===== config.mk =====
export PLATFORM = sky130hd
export DESIGN_NAME = mem_request_port_flat
export DESIGN_NICKNAME = d
export VERILOG_FILES = /design/src/rtl/mem_request_port_if.sv /design/src/rtl/mem_request_port.sv /design/src/flat_wrapper.sv
export SDC_FILE = /design/constraint.sdc
export NUM_CORES = 1
export LEC_CHECK = 0
export ABC_AREA = 0
export BUFFER_PORTS_ARGS = -buffer_cell sky130_fd_sc_hd__buf_2
export CAP_MARGIN = 20
export CORE_UTILIZATION = 55
export DETAILED_ROUTE_END_ITERATION = 10
export MAX_ROUTING_LAYER = met4
export PLACE_DENSITY_LB_ADDON = 0.15
export SETUP_SLACK_MARGIN = 0.15
export SYNTH_ARGS = -nofsm -noshare
export SYNTH_HDL_FRONTEND = slang
export SYNTH_SLANG_ARGS = --single-unit

===== constraint.sdc =====
create_clock -name clk -period 7.4 [get_ports clk]
set_input_delay 1.48 -clock clk [delete_from_list [all_inputs] [get_ports clk]]
set_output_delay 1.48 -clock clk [all_outputs]
set_load 0.03 [all_outputs]

===== src/rtl/mem_request_port_if.sv =====
// Bundle of the upstream request/response handshakes and the request/response
// FIFO connections of one memory-controller lane. The master modport is the
// view of mem_request_port; the slave modport is the view of its environment.
interface mem_request_port_if #(
  parameter int DATA_WIDTH      = 32,
  parameter int ADDR_WIDTH      = 31,
  parameter int TID_WIDTH       = 16,
  parameter int MAX_OUTSTANDING = 4,
  parameter int CNT_WIDTH       = 3
) ();

  // Upstream request handshake
  logic                                      req_valid;
  logic                                      req_ready;
  logic                                      req_rw;
  logic [ADDR_WIDTH-1:0]                     req_addr;
  logic [DATA_WIDTH-1:0]                     req_data;

  // Request FIFO push side
  logic                                      write_ctr;
  logic [TID_WIDTH+1+ADDR_WIDTH+DATA_WIDTH-1:0] req_fifo_data;
  logic                                      full_signal;

  // Response FIFO pop side
  logic                                      read_ctr;
  logic [TID_WIDTH+DATA_WIDTH-1:0]           rsp_fifo_data;
  logic                                      empty_signal;

  // Upstream response handshake
  logic                                      rsp_valid;
  logic                                      rsp_ready;
  logic [TID_WIDTH-1:0]                      rsp_tid;
  logic [DATA_WIDTH-1:0]                     rsp_data;

  // Status
  logic [CNT_WIDTH-1:0]                      outstanding;
  logic                                      orphan_pulse;

  // Outstanding-table depth is carried here so both sides agree on it
  localparam int TABLE_DEPTH = MAX_OUTSTANDING;

  modport master (
    input  req_valid, req_rw, req_addr, req_data,
    output req_ready,
    output write_ctr, req_fifo_data,
    input  full_signal,
    output read_ctr,
    input  rsp_fifo_data, empty_signal,
    output rsp_valid, rsp_tid, rsp_data,
    input  rsp_ready,
    output outstanding, orphan_pulse
  );

  modport slave (
    output req_valid, req_rw, req_addr, req_data,
    input  req_ready,
    input  write_ctr, req_fifo_data,
    output full_signal,
    input  read_ctr,
    output rsp_fifo_data, empty_signal,
    input  rsp_valid, rsp_tid, rsp_data,
    output rsp_ready,
    input  outstanding, orphan_pulse
  );

endinterface


===== src/rtl/mem_request_port.sv =====
// Initiator end of the memory-controller FIFO protocol. Requests are tagged
// with a transaction ID and pushed into the request FIFO in the accept cycle;
// responses are popped from the response FIFO, matched against the table of
// outstanding IDs and presented upstream until consumed. Responses carrying an
// unknown ID are dropped and flagged with a one-cycle orphan pulse.
module mem_request_port #(
  parameter int DATA_WIDTH      = 32,
  parameter int ADDR_WIDTH      = 31,
  parameter int TID_WIDTH       = 16,
  parameter int MAX_OUTSTANDING = 4,
  parameter int CNT_WIDTH       = 3
) (
  input logic            clk,
  input logic            reset,
  mem_request_port_if.master bus
);

  localparam int IDX_WIDTH = (MAX_OUTSTANDING > 1) ? $clog2(MAX_OUTSTANDING) : 1;

  typedef enum logic [1:0] {
    ST_IDLE  = 2'd0,
    ST_FETCH = 2'd1,
    ST_HOLD  = 2'd2
  } rsp_state_e;

  // Request side state
  logic [TID_WIDTH-1:0]       next_tid_r;
  logic [MAX_OUTSTANDING-1:0] tbl_valid_r;
  logic [TID_WIDTH-1:0]       tbl_tid_r [MAX_OUTSTANDING];
  logic [CNT_WIDTH-1:0]       outstanding_r;

  // Response side state
  rsp_state_e                 state_r;
  rsp_state_e                 next_state_s;
  logic                       rsp_valid_r;
  logic [TID_WIDTH-1:0]       rsp_tid_r;
  logic [DATA_WIDTH-1:0]      rsp_data_r;
  logic                       orphan_pulse_r;

  // Combinational helpers
  logic                       tid_busy_s;
  logic [IDX_WIDTH-1:0]       free_idx_s;
  logic                       hit_s;
  logic [IDX_WIDTH-1:0]       hit_idx_s;
  logic                       room_s;
  logic                       req_ready_s;
  logic                       accept_s;
  logic                       read_en_s;
  logic                       fetch_hit_s;
  logic                       fetch_miss_s;
  logic [TID_WIDTH-1:0]       fetch_tid_s;
  logic [DATA_WIDTH-1:0]      fetch_data_s;

  assign fetch_tid_s  = bus.rsp_fifo_data[TID_WIDTH+DATA_WIDTH-1 -: TID_WIDTH];
  assign fetch_data_s = bus.rsp_fifo_data[DATA_WIDTH-1:0];

  // Table scan: lowest free slot, collision of next_tid, and CAM hit on the fetched TID
  always_comb begin
    tid_busy_s = 1'b0;
    free_idx_s = '0;
    hit_s      = 1'b0;
    hit_idx_s  = '0;
    // Scan high-to-low so the last assignment wins with the lowest index
    for (int i = MAX_OUTSTANDING - 1; i >= 0; i--) begin
      if (tbl_valid_r[i]) begin
        if (tbl_tid_r[i] == next_tid_r) begin
          tid_busy_s = 1'b1;
        end else begin
          tid_busy_s = tid_busy_s;
        end
        if (tbl_tid_r[i] == fetch_tid_s) begin
          hit_s     = 1'b1;
          hit_idx_s = IDX_WIDTH'(i);
        end else begin
          hit_s     = hit_s;
          hit_idx_s = hit_idx_s;
        end
      end else begin
        free_idx_s = IDX_WIDTH'(i);
      end
    end
  end

  // Zero-latency push: the request goes straight into the FIFO when accepted.
  // The freed slot of a same-cycle FETCH hit is not visible here because the
  // scan above only looks at the registered table.
  assign room_s        = (outstanding_r < CNT_WIDTH'(MAX_OUTSTANDING));
  assign req_ready_s   = !reset && !bus.full_signal && room_s && !tid_busy_s;
  assign accept_s      = bus.req_valid && req_ready_s;
  assign bus.req_ready = req_ready_s;
  assign bus.write_ctr = accept_s;
  assign bus.req_fifo_data = {next_tid_r, bus.req_rw, bus.req_addr, bus.req_data};

  assign fetch_hit_s  = (state_r == ST_FETCH) && hit_s;
  assign fetch_miss_s = (state_r == ST_FETCH) && !hit_s;

  // Response FSM next-state and FIFO pop strobe
  always_comb begin
    next_state_s = state_r;
    read_en_s    = 1'b0;
    case (state_r)
      ST_IDLE: begin
        if (!bus.empty_signal && !reset) begin
          read_en_s    = 1'b1;
          next_state_s = ST_FETCH;
        end else begin
          read_en_s    = 1'b0;
          next_state_s = ST_IDLE;
        end
      end
      ST_FETCH: begin
        if (hit_s) begin
          next_state_s = ST_HOLD;
        end else begin
          next_state_s = ST_IDLE;
        end
      end
      ST_HOLD: begin
        if (bus.rsp_ready) begin
          next_state_s = ST_IDLE;
        end else begin
          next_state_s = ST_HOLD;
        end
      end
      default: begin
        next_state_s = ST_IDLE;
      end
    endcase
  end

  assign bus.read_ctr = read_en_s;

  // Response FSM state register
  always_ff @(posedge clk or posedge reset) begin
    if (reset) begin
      state_r <= ST_IDLE;
    end else begin
      state_r <= next_state_s;
    end
  end

  // Registered upstream response outputs and orphan flag
  always_ff @(posedge clk or posedge reset) begin
    if (reset) begin
      rsp_valid_r    <= 1'b0;
      rsp_tid_r      <= '0;
      rsp_data_r     <= '0;
      orphan_pulse_r <= 1'b0;
    end else begin
      rsp_valid_r    <= (next_state_s == ST_HOLD);
      orphan_pulse_r <= fetch_miss_s;
      if (fetch_hit_s) begin
        rsp_tid_r  <= fetch_tid_s;
        rsp_data_r <= fetch_data_s;
      end
    end
  end

  // Outstanding table: allocate on accept, free on FETCH hit (never the same slot)
  always_ff @(posedge clk or posedge reset) begin
    if (reset) begin
      tbl_valid_r <= '0;
      for (int i = 0; i < MAX_OUTSTANDING; i++) begin
        tbl_tid_r[i] <= '0;
      end
    end else begin
      if (accept_s) begin
        tbl_valid_r[free_idx_s] <= 1'b1;
        tbl_tid_r[free_idx_s]   <= next_tid_r;
      end
      if (fetch_hit_s) begin
        tbl_valid_r[hit_idx_s] <= 1'b0;
      end
    end
  end

  // TID counter, wraps naturally at 2^TID_WIDTH
  always_ff @(posedge clk or posedge reset) begin
    if (reset) begin
      next_tid_r <= '0;
    end else if (accept_s) begin
      next_tid_r <= next_tid_r + TID_WIDTH'(1);
    end
  end

  // Outstanding count: net of this cycle's allocate and free
  always_ff @(posedge clk or posedge reset) begin
    if (reset) begin
      outstanding_r <= '0;
    end else begin
      case ({accept_s, fetch_hit_s})
        2'b10:   outstanding_r <= outstanding_r + CNT_WIDTH'(1);
        2'b01:   outstanding_r <= outstanding_r - CNT_WIDTH'(1);
        default: outstanding_r <= outstanding_r;
      endcase
    end
  end

  assign bus.rsp_valid    = rsp_valid_r;
  assign bus.rsp_tid      = rsp_tid_r;
  assign bus.rsp_data     = rsp_data_r;
  assign bus.outstanding  = outstanding_r;
  assign bus.orphan_pulse = orphan_pulse_r;

endmodule


===== src/flat_wrapper.sv =====
// flat-port wrapper written by rule: the top's interface ports become plain ports
module mem_request_port_flat 
#(
  parameter int DATA_WIDTH      = 32,
  parameter int ADDR_WIDTH      = 31,
  parameter int TID_WIDTH       = 16,
  parameter int MAX_OUTSTANDING = 4,
  parameter int CNT_WIDTH       = 3
)
  (clk, reset, bus_req_valid, bus_req_rw, bus_req_addr, bus_req_data, bus_req_ready, bus_write_ctr, bus_req_fifo_data, bus_full_signal, bus_read_ctr, bus_rsp_fifo_data, bus_empty_signal, bus_rsp_valid, bus_rsp_tid, bus_rsp_data, bus_rsp_ready, bus_outstanding, bus_orphan_pulse);
  mem_request_port_if #(.DATA_WIDTH(DATA_WIDTH), .ADDR_WIDTH(ADDR_WIDTH), .TID_WIDTH(TID_WIDTH), .MAX_OUTSTANDING(MAX_OUTSTANDING), .CNT_WIDTH(CNT_WIDTH)) bus_i ();
  input logic clk;
  input logic reset;
  input wire logic [$bits(bus_i.req_valid)-1:0] bus_req_valid;
  input wire logic [$bits(bus_i.req_rw)-1:0] bus_req_rw;
  input wire logic [$bits(bus_i.req_addr)-1:0] bus_req_addr;
  input wire logic [$bits(bus_i.req_data)-1:0] bus_req_data;
  output wire logic [$bits(bus_i.req_ready)-1:0] bus_req_ready;
  output wire logic [$bits(bus_i.write_ctr)-1:0] bus_write_ctr;
  output wire logic [$bits(bus_i.req_fifo_data)-1:0] bus_req_fifo_data;
  input wire logic [$bits(bus_i.full_signal)-1:0] bus_full_signal;
  output wire logic [$bits(bus_i.read_ctr)-1:0] bus_read_ctr;
  input wire logic [$bits(bus_i.rsp_fifo_data)-1:0] bus_rsp_fifo_data;
  input wire logic [$bits(bus_i.empty_signal)-1:0] bus_empty_signal;
  output wire logic [$bits(bus_i.rsp_valid)-1:0] bus_rsp_valid;
  output wire logic [$bits(bus_i.rsp_tid)-1:0] bus_rsp_tid;
  output wire logic [$bits(bus_i.rsp_data)-1:0] bus_rsp_data;
  input wire logic [$bits(bus_i.rsp_ready)-1:0] bus_rsp_ready;
  output wire logic [$bits(bus_i.outstanding)-1:0] bus_outstanding;
  output wire logic [$bits(bus_i.orphan_pulse)-1:0] bus_orphan_pulse;
  assign bus_i.req_valid = bus_req_valid;
  assign bus_i.req_rw = bus_req_rw;
  assign bus_i.req_addr = bus_req_addr;
  assign bus_i.req_data = bus_req_data;
  assign bus_req_ready = bus_i.req_ready;
  assign bus_write_ctr = bus_i.write_ctr;
  assign bus_req_fifo_data = bus_i.req_fifo_data;
  assign bus_i.full_signal = bus_full_signal;
  assign bus_read_ctr = bus_i.read_ctr;
  assign bus_i.rsp_fifo_data = bus_rsp_fifo_data;
  assign bus_i.empty_signal = bus_empty_signal;
  assign bus_rsp_valid = bus_i.rsp_valid;
  assign bus_rsp_tid = bus_i.rsp_tid;
  assign bus_rsp_data = bus_i.rsp_data;
  assign bus_i.rsp_ready = bus_rsp_ready;
  assign bus_outstanding = bus_i.outstanding;
  assign bus_orphan_pulse = bus_i.orphan_pulse;
  mem_request_port #(.DATA_WIDTH(DATA_WIDTH), .ADDR_WIDTH(ADDR_WIDTH), .TID_WIDTH(TID_WIDTH), .MAX_OUTSTANDING(MAX_OUTSTANDING), .CNT_WIDTH(CNT_WIDTH)) u_core (.clk(clk), .reset(reset), .bus(bus_i));
endmodule

* Yosys cells after proc, flatten, opt, wreduce, memory -nomap -nowiden
Cells that the tools add are included.
W data, S select, Z words.
** Operators by class
- Add/sub/neg operators :: 3
- Multiply operators :: 0
- Div/mod/pow operators :: 0
- $lt $le $gt $ge :: 7
- Equality and inequality tests :: 13
- Shifts and indexed selects :: 0
- Multiplexer cells :: 44
- Bitwise operators :: 4
- Reductions and logical operators :: 17
** Operators with widths (count)
- $eq A16 B16 Y1 :: 8
- $bwmux W64 :: 1
- $demux W16 S2 :: 1
- $mux W2 :: 14
- $mux W1 :: 21
- $add A16 B1 Y16 const B :: 1
- $mux W16 :: 1
- $logic_and A1 B1 Y1 :: 10
- $mux W4 :: 2
- $eq A2 B2 Y1 const B :: 3
- $lt A2 B3 Y1 const B :: 2
- $pmux W2 S3 :: 1
- $pmux W3 S2 :: 1
- $logic_not A1 Y1 :: 5
- $and A4 B4 Y4 :: 1
- $demux W1 S2 :: 2
- $eq A2 B1 Y1 const B :: 2
- $ge A2 B1 Y1 const B :: 2
- $not A4 Y4 :: 1
- $or A4 B4 Y4 :: 1
- $add A3 B1 Y3 const B :: 1
- $ge A3 B3 Y1 const B :: 1
- $lt A3 B1 Y1 const B :: 1
- $lt A3 B3 Y1 const B :: 1
- other kinds (4) :: 4
** Storage, ports and cells
- Flip-flop bits (word level) :: 139
- Latch bits :: 0
- Bits in writable memories :: 0
- ROM bits :: 0
- Input bits :: 118
- Output and inout port bits :: 136
- Word-level logic and storage cells :: 100
- Memories kept :: 0

* Longest topological paths before layout
Gate-level depths: netlist of run 1.
- Depth in word-level cells :: 16
- Mapped depth :: 15
- Mapped depth without buffers :: 13

* Worst setup path before layout of run 1
OpenSTA, ideal clock, no wires.
- Path type :: in2reg
- From :: input port bus_rsp_fifo_data[38]
- To :: register u_core.outstanding_r[2], in the netlist u_core.bus.outstanding[2]
- Library setup time :: 80 ps
- Arrival time :: 4071 ps
- Required time :: 7320 ps
- Slack :: 3248 ps
- Stages :: 13
- Buffers on the path :: 2
- Path through :: buf_2 -> xor2_1 -> nor4_1 -> nand2_1 -> or4_4 -> a41oi_2 -> buf_2 -> ha_1 -> inv_1 -> fa_1 -> xor2_1 -> nor2_1 -> xor2_1
** Between the ends
- Cells in the longest elaborated chain, start to end :: 12
- Elaborated cells between the ends (all ways) :: 17
- Those cells by class :: 6 x eq/ne; 9 x mux; 2 x reduce/logical
** RTL lines
- from (decl) :: line flat_wrapper.sv:23 : input wire logic [$bits(bus_i.rsp_fifo_data)-1:0] bus_rsp_fifo_data;
- $eq A16 B16 Y1 :: line mem_request_port.sv:71 : if (tbl_tid_r[i] == fetch_tid_s) begin
- $mux W1 :: line mem_request_port.sv:71
- $mux W1 :: line mem_request_port.sv:65 : if (tbl_valid_r[i]) begin
- $mux W1 :: line mem_request_port.sv:71
- $mux W1 :: line mem_request_port.sv:65
- $mux W1 :: line mem_request_port.sv:71
- $mux W1 :: line mem_request_port.sv:65
- $mux W1 :: line mem_request_port.sv:71
- $mux W1 * :: line mem_request_port.sv:65
- $logic_and A1 B1 Y1 * :: line mem_request_port.sv:94 : assign fetch_hit_s = (state_r == ST_FETCH) && hit_s;
- $eq A2 B1 Y1 or $eq A2 B2 Y1 (tied branches) :: line mem_request_port.sv:191 : case ({accept_s, fetch_hit_s})
- $pmux W3 S2 or $reduce_bool A2 Y1 (tied branches)
- to (signal assigned) :: line mem_request_port.sv:192 : 2'b10: outstanding_r <= outstanding_r + CNT_WIDTH'(1);
- to (signal assigned) :: line mem_request_port.sv:193 : 2'b01: outstanding_r <= outstanding_r - CNT_WIDTH'(1);
- to (signal assigned) :: line mem_request_port.sv:194 : default: outstanding_r <= outstanding_r;
- to (decl) :: line mem_request_port.sv:30 : logic [CNT_WIDTH-1:0] outstanding_r;
Every way passes the cells marked *; elsewhere a longest branch is shown, timed or not.
A chain may end at the register's enable or synchronous reset.

* Worst setup path in the final report of run 1
- From :: register u_core.next_tid_r[0]
- To :: output port bus_write_ctr
** Between the ends
- Cells in the longest elaborated chain, start to end :: 12
- Elaborated cells between the ends (all ways) :: 15
- Those cells by class :: 4 x eq/ne; 8 x mux; 3 x reduce/logical
** RTL lines
- from (decl) :: line mem_request_port.sv:27 : logic [TID_WIDTH-1:0] next_tid_r;
- from (signal assigned) :: line mem_request_port.sv:182 : next_tid_r <= next_tid_r + TID_WIDTH'(1);
- $eq A16 B16 Y1 :: line mem_request_port.sv:66 : if (tbl_tid_r[i] == next_tid_r) begin
- $mux W1 :: line mem_request_port.sv:66
- $mux W1 :: line mem_request_port.sv:65
- $mux W1 :: line mem_request_port.sv:66
- $mux W1 :: line mem_request_port.sv:65
- $mux W1 :: line mem_request_port.sv:66
- $mux W1 :: line mem_request_port.sv:65
- $mux W1 :: line mem_request_port.sv:66
- $mux W1 * :: line mem_request_port.sv:65
- $logic_not A1 Y1 * :: line mem_request_port.sv:88 : assign req_ready_s = !reset && !bus.full_signal && room_s && !tid_busy_s;
- $logic_and A1 B1 Y1 * :: line mem_request_port.sv:88
- $logic_and A1 B1 Y1 * :: line mem_request_port.sv:89 : assign accept_s = bus.req_valid && req_ready_s;
- to (decl) :: line flat_wrapper.sv:19 : output wire logic [$bits(bus_i.write_ctr)-1:0] bus_write_ctr;
Marked as above.

==> out/qor_table.md, run 1 <==
| Quantity | Reported |
|:---|:---|
| Run status | finished, final reports clean |
| Critical path launch point type | flip-flop |
| Layout Area Growth over Synthesis | 9.80% |
| Total length of routed met3 wires | 1090 microns |
| Floorplan row count | 42 |
| Pwr/cell area | 207 mW/mm^2 |
| Most used standard cells in the synthesized netlist | nand2_1 (162), dfrtp_1 (139), xnor2_1 (90), buf_4 (76), xor2_1 (56) |
| CTS Buf Count | 17 |
| Net switching power figure | 0.384 mW |
| CTS Root Buffer Type | clkbuf_16 |
| Routed met1 length | 8550 microns |
| Highest ir drop seen on vdd | 0.197 mV |
| Required time of the critical path | 5.92 ns |
| Period utilization | 0.621 |
| Number of buffers on the longest clock path | 2 |
| Fraction of the yosys area taken by sequential cells | 0.456 |
| WP data arrival | 3.12 ns |
| Post-route setup TNS | 0 ns |
| FF-to-FF path depth | 13 |
| Most frequent cell after synthesis | nand2_1 |
| Post-synthesis register bit count | 139 |
| Number of hold buffers added after cts | 0 |
| Global routing usage summed across all routing layers | 0.296 |
| Via count | 5175 |
| Skew final | 0.00980 ns |
| Placeable core region | 0.0134 sq mm |
| List of cells traversed by the critical path | xor2_1 -> nor4_1 -> nand4_1 -> nor4_1 -> a311oi_1 -> and2_1 -> nand2_2 -> inv_2 -> buf_2 |
| Count of mapped cells out of synthesis | 731 |
| Remaining antenna violation count | 0 |
| TritonCTS clock tree | done |
| Synth Cell Area | 0.00762 sq mm |
| Final wirelength | 19700 microns |
| Area of the die | 0.0143 sq mm |
| Setup-failing EPs final | 0 |
| Largest net degree at the start of global routing | 82 |
| Routability Congestion | 0.991 |
| Vias in the first global route | 5115 |
| Synthesized area divided by synthesized cell count | 10.4 sq um |
| Area share of the largest cell type after synthesis | 0.456 |
| Number of diodes added for antenna fixing | 0 |
| Clock H-tree levels | 4 |
| Number of detailed-routing iterations run before antenna repair | 5 |
| Post-synth net total | 852 |
| Sink count of the clock tree | 139 |
| Unrepaired setup endpoints after global routing | false |
| Die extent in y | 120 microns |
| Setup Crit Path Kind | flip-flop to primary output |
| Count of cells resized by post-cts repair | 0 |
| Leakage power | 4.44 nW |
| Achievable clock frequency | 218 MHz |
| Min-delay worst type | flip-flop to flip-flop |
| Post-layout nets | 887 |
| Input/output buffers | 125 |
| Transition time of the tightest slew-check pin | 0.867 ns |
| Average detailed-routed wire length per instance | 20.6 microns |
| Top_reg_cell synth | dfrtp_1 |
| CP most frequent cell | nor4_1 |
| Dominant cell type by area after synthesis | dfrtp_1 |
| Combinational group share of total power | 0.042 |
| Starting DRC count in detailed routing | 378 |
| Slowest cell delay on critical path | 0.63 ns |
| Number of top-level design ports | 254 |
| GRT Residual Overflow | 0 |
| Count of cells along the worst hold path | 2 |
| Clock transition at the registers of the reported paths | 0.06 ns |
| HPWL after detailed placement | 14500 microns |
| Wire length of the first global-routing pass | 30200 microns |
| Buffers inserted by post-CTS timing repair | 0 |
| Fraction of layout instances using a drive strength above 1 | 0.303 |
| Sequential group share of total power | 0.440 |
| P_int | 1.35 mW |
| Clock latency at the later pin of the worst-skew pair | 0.42 ns |
| Rel. slew slack | 0.422 |
| Starting density of the core | 0.569 |
| Unique cell type count in the Yosys netlist | 40 |
| Via-per-instance ratio | 5.42 |
| Worst-path fanout max | 12 |
| Share of synthesized registers carrying an async set or reset | 1.00 |
| Final core occ | 0.625 |
| Final-report hold violation count | 0 |
| Filler Cell Count | 1130 |
| Top post-synthesis cells by area | dfrtp_1 (46%), xnor2_1 (10%), mux2_2 (8.0%), nand2_1 (8.0%), buf_4 (7.5%) |
| Met2 routed wirelength | 9530 microns |
| Maxcap violations | 0 |
| Switching part of the total power | 0.222 |
| Time the worst path needs with I/O delays and setup | 4.60 ns |
| Warning count from the yosys run | 0 |
| Antenna violations before repair | 0 |
| Slowest stage cell on the critical path | dfrtp_1 |
| EDFF count, synth | 0 |
| DR DRC count | 0 |
| Die X-Extent | 120 microns |
| Power share of the clock group | 0.518 |
| Highest signal layer in the routed design | met4 |
| CP Capture Type | primary output |
| Max-slew violation count | 0 |
-- path summary, 6_finish.rpt --
path                                        endpoint  slack [ns]                   start
min in group asynchronous    u_core.bus.rsp_data[11]        1.13                   reset
max reg2reg                u_core.bus.outstanding[2]        3.88    u_core.next_tid_r[0]
min reg2reg                   u_core.bus.rsp_tid[14]        0.46  u_core.bus.rsp_tid[14]
max                                    bus_write_ctr        2.80    u_core.next_tid_r[0]
max in group asynchronous       u_core.tbl_tid_r[38]        5.15                   reset
min                           u_core.bus.rsp_tid[14]        0.46  u_core.bus.rsp_tid[14]
-- kinds of logic (layout without fill, tap and decap cells) --
logic type | after synthesis | after routing | share of synthesized area
simple gates | 247 | 247 | 0.151
xor+xnor | 146 | 146 | 0.168
flops | 139 | 139 | 0.456
buf+inv | 120 | 168 | 0.107
mux | 66 | 66 | 0.102
compound gates | 10 | 10 | 0.0102
fa+ha+maj | 3 | 3 | 0.00591
-- power groups by stage --
stage / combinational [mW] / clock (mW) / sequential [mW]
finish: 0.0725 / 0.898 / 0.763
global placement: 0.0709 / 0 / 0.776
detailed placement: 0.0714 / 0 / 0.776
global route: 0.0793 / 0.951 / 0.762
floorplan: 0.106 / 0 / 0.777
CTS: 0.0718 / 0.909 / 0.763
-- per-layer routing --
| metal | vias up | track usage |
|---|---|---|
| li1 | 2378 | - |
| met1 | 2584 | 0.386 |
| met2 | 155 | 0.454 |
| met3 | 58 | 0.0684 |
| met4 | 0 | 0.108 |
| met5 | - | - |
-- stage by stage --
stage	setup slack (ns)	power (mW)	instances	hold WS [ns]	area [sq um]
6_report	2.80	1.73	955	0.461	8370
5_1_grt	2.52	1.79	955	0.480	8370
4_1_cts	2.78	1.74	954	0.465	8340
3_5_place_dp	2.81	0.848	922	0.451	7720
3_3_place_gp	2.93	0.847	922	0.446	7720
2_1_floorplan	2.20	0.883	731	0.489	7620
-- registers in the layout (all words and copies together) (netlist names) --
name / flops
u_core.next_tid_r: 16
u_core.bus.rsp_data: 32
u_core.bus.outstanding: 3
u_core.bus.orphan_pulse: 1
u_core.bus.rsp_tid: 16
u_core.tbl_valid_r: 4
u_core.bus.rsp_valid: 1
u_core.tbl_tid_r: 64
u_core.state_r: 2
-- cell type report --
type / count / area (sq um) / area share
multi-input cells: 472 / 3340 / 0.399
repair buffers: 129 / 676 / 0.0807
clock buffers: 17 / 425 / 0.0508
inverters: 7 / 31.3 / 0.00374
flip-flops and latches: 139 / 3480 / 0.416
clock inverters: 15 / 198 / 0.0236
well taps: 176 / 220 / 0.0263
-- worst max-delay path, delay by kind of cell (launching register included) --
family / cells / cell delay [ns]
AND/OR/NAND/NOR: 5 / 1.42
flip-flops: 1 / 0.63
buffers and inverters: 2 / 0.34
XOR/XNOR: 1 / 0.20
AO/OA/AOI/OAI: 1 / 0.10
-- cell usage in the layout, fill, tap and decap left out, types with 2 or more instances in the layout --
| cell | n |
|---|---|
| a21oi_1 | 2 |
| and2_1 | 4 |
| and3_1 | 8 |
| buf_2 | 125 |
| buf_4 | 3 |
| bufinv_16 | 4 |
| clkbuf_16 | 17 |
| clkinv_2 | 3 |
| clkinvlp_4 | 6 |
| dfrtp_1 | 139 |
| ha_1 | 2 |
| inv_1 | 5 |
| inv_6 | 2 |
| mux2_2 | 54 |
| mux2_4 | 10 |
| nand2_1 | 162 |
| nand2_2 | 3 |
| nand2b_1 | 2 |
| nand3_1 | 12 |
| nand4_1 | 17 |
| nor2_1 | 5 |
| nor2b_1 | 2 |
| nor3_1 | 2 |
| nor4_1 | 19 |
| o21ai_0 | 3 |
| or4_1 | 5 |
| or4_4 | 2 |
| xnor2_1 | 90 |
| xor2_1 | 56 |
Power figures use the tool's default switching activity.
==> run 2, diff against run 1 <==
- ABC_AREA: 0 -> 1
- CORE_UTILIZATION: 55 -> 48
- clock period: 7.4 -> 3.75 ns (I/O delays scaled with it)
==> run 2 against run 1 <==
Effect of this change:
- the run now ends with DRC left
- clock power grew 95%
- sequential power grew 97%
- count of clock-buffer cells in the layout grew 2
- worst hold slack lost 0.018 ns
- clock skew grew 0.0019 ns
- first-iteration DRC count grew 110%
- design area grew 18%
- critical path type unchanged
- highest routed layer unchanged
==> out/qor_table.md, run 2 <==
| Quantity | Reported |
|:---|:---|
| Run status | finished with violations |
| Violations in the final reports | DRC |
| Placeable core region | 0.0181 sq mm |
| Remaining antenna violation count | 0 |
| Family with the most delay on the worst path | simple AND/OR/NAND/NOR gates |
| Number of buffers on the longest clock path | 2 |
| DP Cell Count | 1557 |
| Max-slew violation count | 0 |
| Input/output buffers | 125 |
| Setup Crit Path Kind | flip-flop to primary output |
| Antenna violations before repair | 0 |
| Synth Cell Area | 0.00893 sq mm |
| Buf+Inv Stages, Crit Path | 2 |
| Average detailed-routed wire length per instance | 21.0 microns |
| Period utilization | 0.901 |
| Routability Congestion | 1.04 |
| Area of the die | 0.0192 sq mm |
| Fin cells | 1589 |
| TritonCTS clock tree | done |
| Slowest cell delay on critical path | 0.61 ns |
| Via count | 8770 |
| Top_reg_cell synth | dfrtp_1 |
| Post-layout instance area | 0.00991 sq mm |
| Rel. slew slack | 0.439 |
| Unique cell type count in the Yosys netlist | 37 |
| Post-synthesis register bit count | 139 |
| Filler Cell Count | 1801 |
| Worst-path fanout max | 13 |
| Leakage power | 5.36 nW |
| Synthesized area divided by synthesized cell count | 6.90 sq um |
| Time the worst path needs with I/O delays and setup | 3.38 ns |
| Unrepaired setup endpoints after global routing | false |
| Clock transition at the registers of the reported paths | 0.06 ns |
| Buffers inserted by post-CTS timing repair | 0 |
| Sequential cell area | 0.00348 sq mm |
| Number of top-level design ports | 254 |
| Wire length of the first global-routing pass | 50900 microns |
| Min-delay worst type | flip-flop to flip-flop |
| Share of synthesized registers carrying an async set or reset | 1.00 |
| Die extent in y | 138 microns |
| Worst hold slack | 0.443 ns |
| Fraction of layout instances using a drive strength above 1 | 0.160 |
| Top post-synthesis cells by area | dfrtp_1 (39%), nand2_1 (18%), nor2_1 (11%), buf_4 (6.5%), nand4_1 (5.8%) |
| Most used standard cells in the synthesized netlist | nand2_1 (418), nor2_1 (250), dfrtp_1 (139), inv_1 (83), nand4_1 (83) |
| Required time of the critical path | 3.00 ns |
| Dominant cell type by area after synthesis | dfrtp_1 |
| CTS Buf Count | 17 |
| Post-placement cell area | 0.00931 sq mm |
| Post-route total power | 3.45 mW |
| HPWL after detailed placement | 25500 microns |
| Final-report hold violation count | 0 |
| Count of cells resized by post-cts repair | 0 |
| EDFF count, synth | 0 |
| GRT Residual Overflow | 0 |
| Number of diodes added for antenna fixing | 0 |
| Number of hold buffers added after cts | 0 |
| Count of mapped cells out of synthesis | 1295 |
| Final wirelength | 33400 microns |
| Slowest stage cell on the critical path | dfrtp_1 |
| Number of detailed-routing iterations run before antenna repair | 8 |
| Via-per-instance ratio | 5.52 |
| Vias in the first global route | 8276 |
| Highest ir drop seen on vdd | 0.273 mV |
| Post-route setup TNS | 0 ns |
| List of cells traversed by the critical path | o21ai_0 -> nor2_1 -> nand2_1 -> nor2_1 -> nand3_1 -> nand3_1 -> nor2_4 -> nand2_2 -> inv_2 -> buf_2 |
| Achievable clock frequency | 296 MHz |
| Final core occ | 0.548 |
| Worst slack, placed | 0.457 ns |
| Transition time of the tightest slew-check pin | 0.839 ns |
| Die X-Extent | 138 microns |
| Most frequent cell after synthesis | nand2_1 |
| Clock latency at the later pin of the worst-skew pair | 0.43 ns |
| Warning count from the yosys run | 0 |
| Starting density of the core | 0.494 |
| CP Capture Type | primary output |
| Footprint of the multi-input gates | 0.00429 sq mm |
| Register with the most flip-flops | u_core.tbl_tid_r |
| WP data arrival | 2.63 ns |
| Pwr/cell area | 348 mW/mm^2 |
| Global routing usage summed across all routing layers | 0.369 |
| Floorplan row count | 49 |
| Layout Area Growth over Synthesis | 10.9% |
| Area share of the largest cell type after synthesis | 0.389 |
| Maxcap violations | 0 |
| Largest net degree at the start of global routing | 74 |
| Most common cell after layout, fill and taps aside | nand2_1 |
| CTS Root Buffer Type | clkbuf_16 |
| Critical path launch point type | flip-flop |
| Fraction of the yosys area taken by sequential cells | 0.389 |
| Sink count of the clock tree | 139 |
| Post-synth net total | 1416 |
| Clock H-tree levels | 4 |
| Starting DRC count in detailed routing | 801 |
| DR DRC count | 50 |
| Post-layout nets | 1468 |
| PnR worst setup slack | 0.372 ns |
| Setup-failing EPs final | 0 |
| Highest-count cells in the layout ignoring fill and taps | nand2_1 (418), nor2_1 (250), dfrtp_1 (139) |
| Flip-flop count of the largest register, all copies and words added | 64 |
| Skew final | 0.0117 ns |
-- run 2: logic make-up (layout without fill, tap and decap cells) --
family                     Yosys count  after routing  synth area share
AOI/OAI and AO/OA                   48             48            0.0280
DFF                                139            139             0.389
xor gates and xnor gates            53             53            0.0520
buffers and inverters              220            285             0.132
adders and majority gates            3              3           0.00504
and+or+nand+nor                    832            832             0.394
-- run 2: layout make-up --
class                      instances  share of cell area
timing repair buffer             155              0.0884
sequential                       139               0.351
clock inverter                    13              0.0170
inverter                          98              0.0375
clock buffer                      19              0.0437
multi-input combinational        936               0.433
tap                              229              0.0289
-- run 2: metal layers --
metal | vias to the layer above | wire length, microns | global-route usage | part of all wire
li1 | 4116 | - | - | -
met2 | 421 | 15500 | 0.564 | 0.46
met3 | 80 | 2490 | 0.0707 | 0.074
met4 | 0 | 959 | 0.144 | 0.029
met1 | 4153 | 14500 | 0.482 | 0.43
met5 | - | 0 | - | 0
-- run 2: path summary, 6_finish.rpt --
kind	cells past startpoint	slack (ns)	to	from
min in group asynchronous	2	0.47	u_core.bus.rsp_data[7]	reset
max	10	0.37	bus_write_ctr	u_core.next_tid_r[11]
min reg2reg	1	0.44	u_core.state_r[0]	u_core.state_r[0]
max reg2reg	14	0.79	u_core.bus.outstanding[2]	u_core.next_tid_r[11]
min	1	0.44	u_core.state_r[0]	u_core.state_r[0]
max in group asynchronous	3	2.44	u_core.tbl_tid_r[45]	reset
-- run 2: power breakdown --
part	switching [mW]	total, mW	internal [mW]	leakage, nW
logic	0.143	0.202	0.0589	3.16
clock network	0.696	1.75	1.05	0.280
registers	0.000921	1.50	1.50	1.92
total	0.841	3.45	2.61	5.36
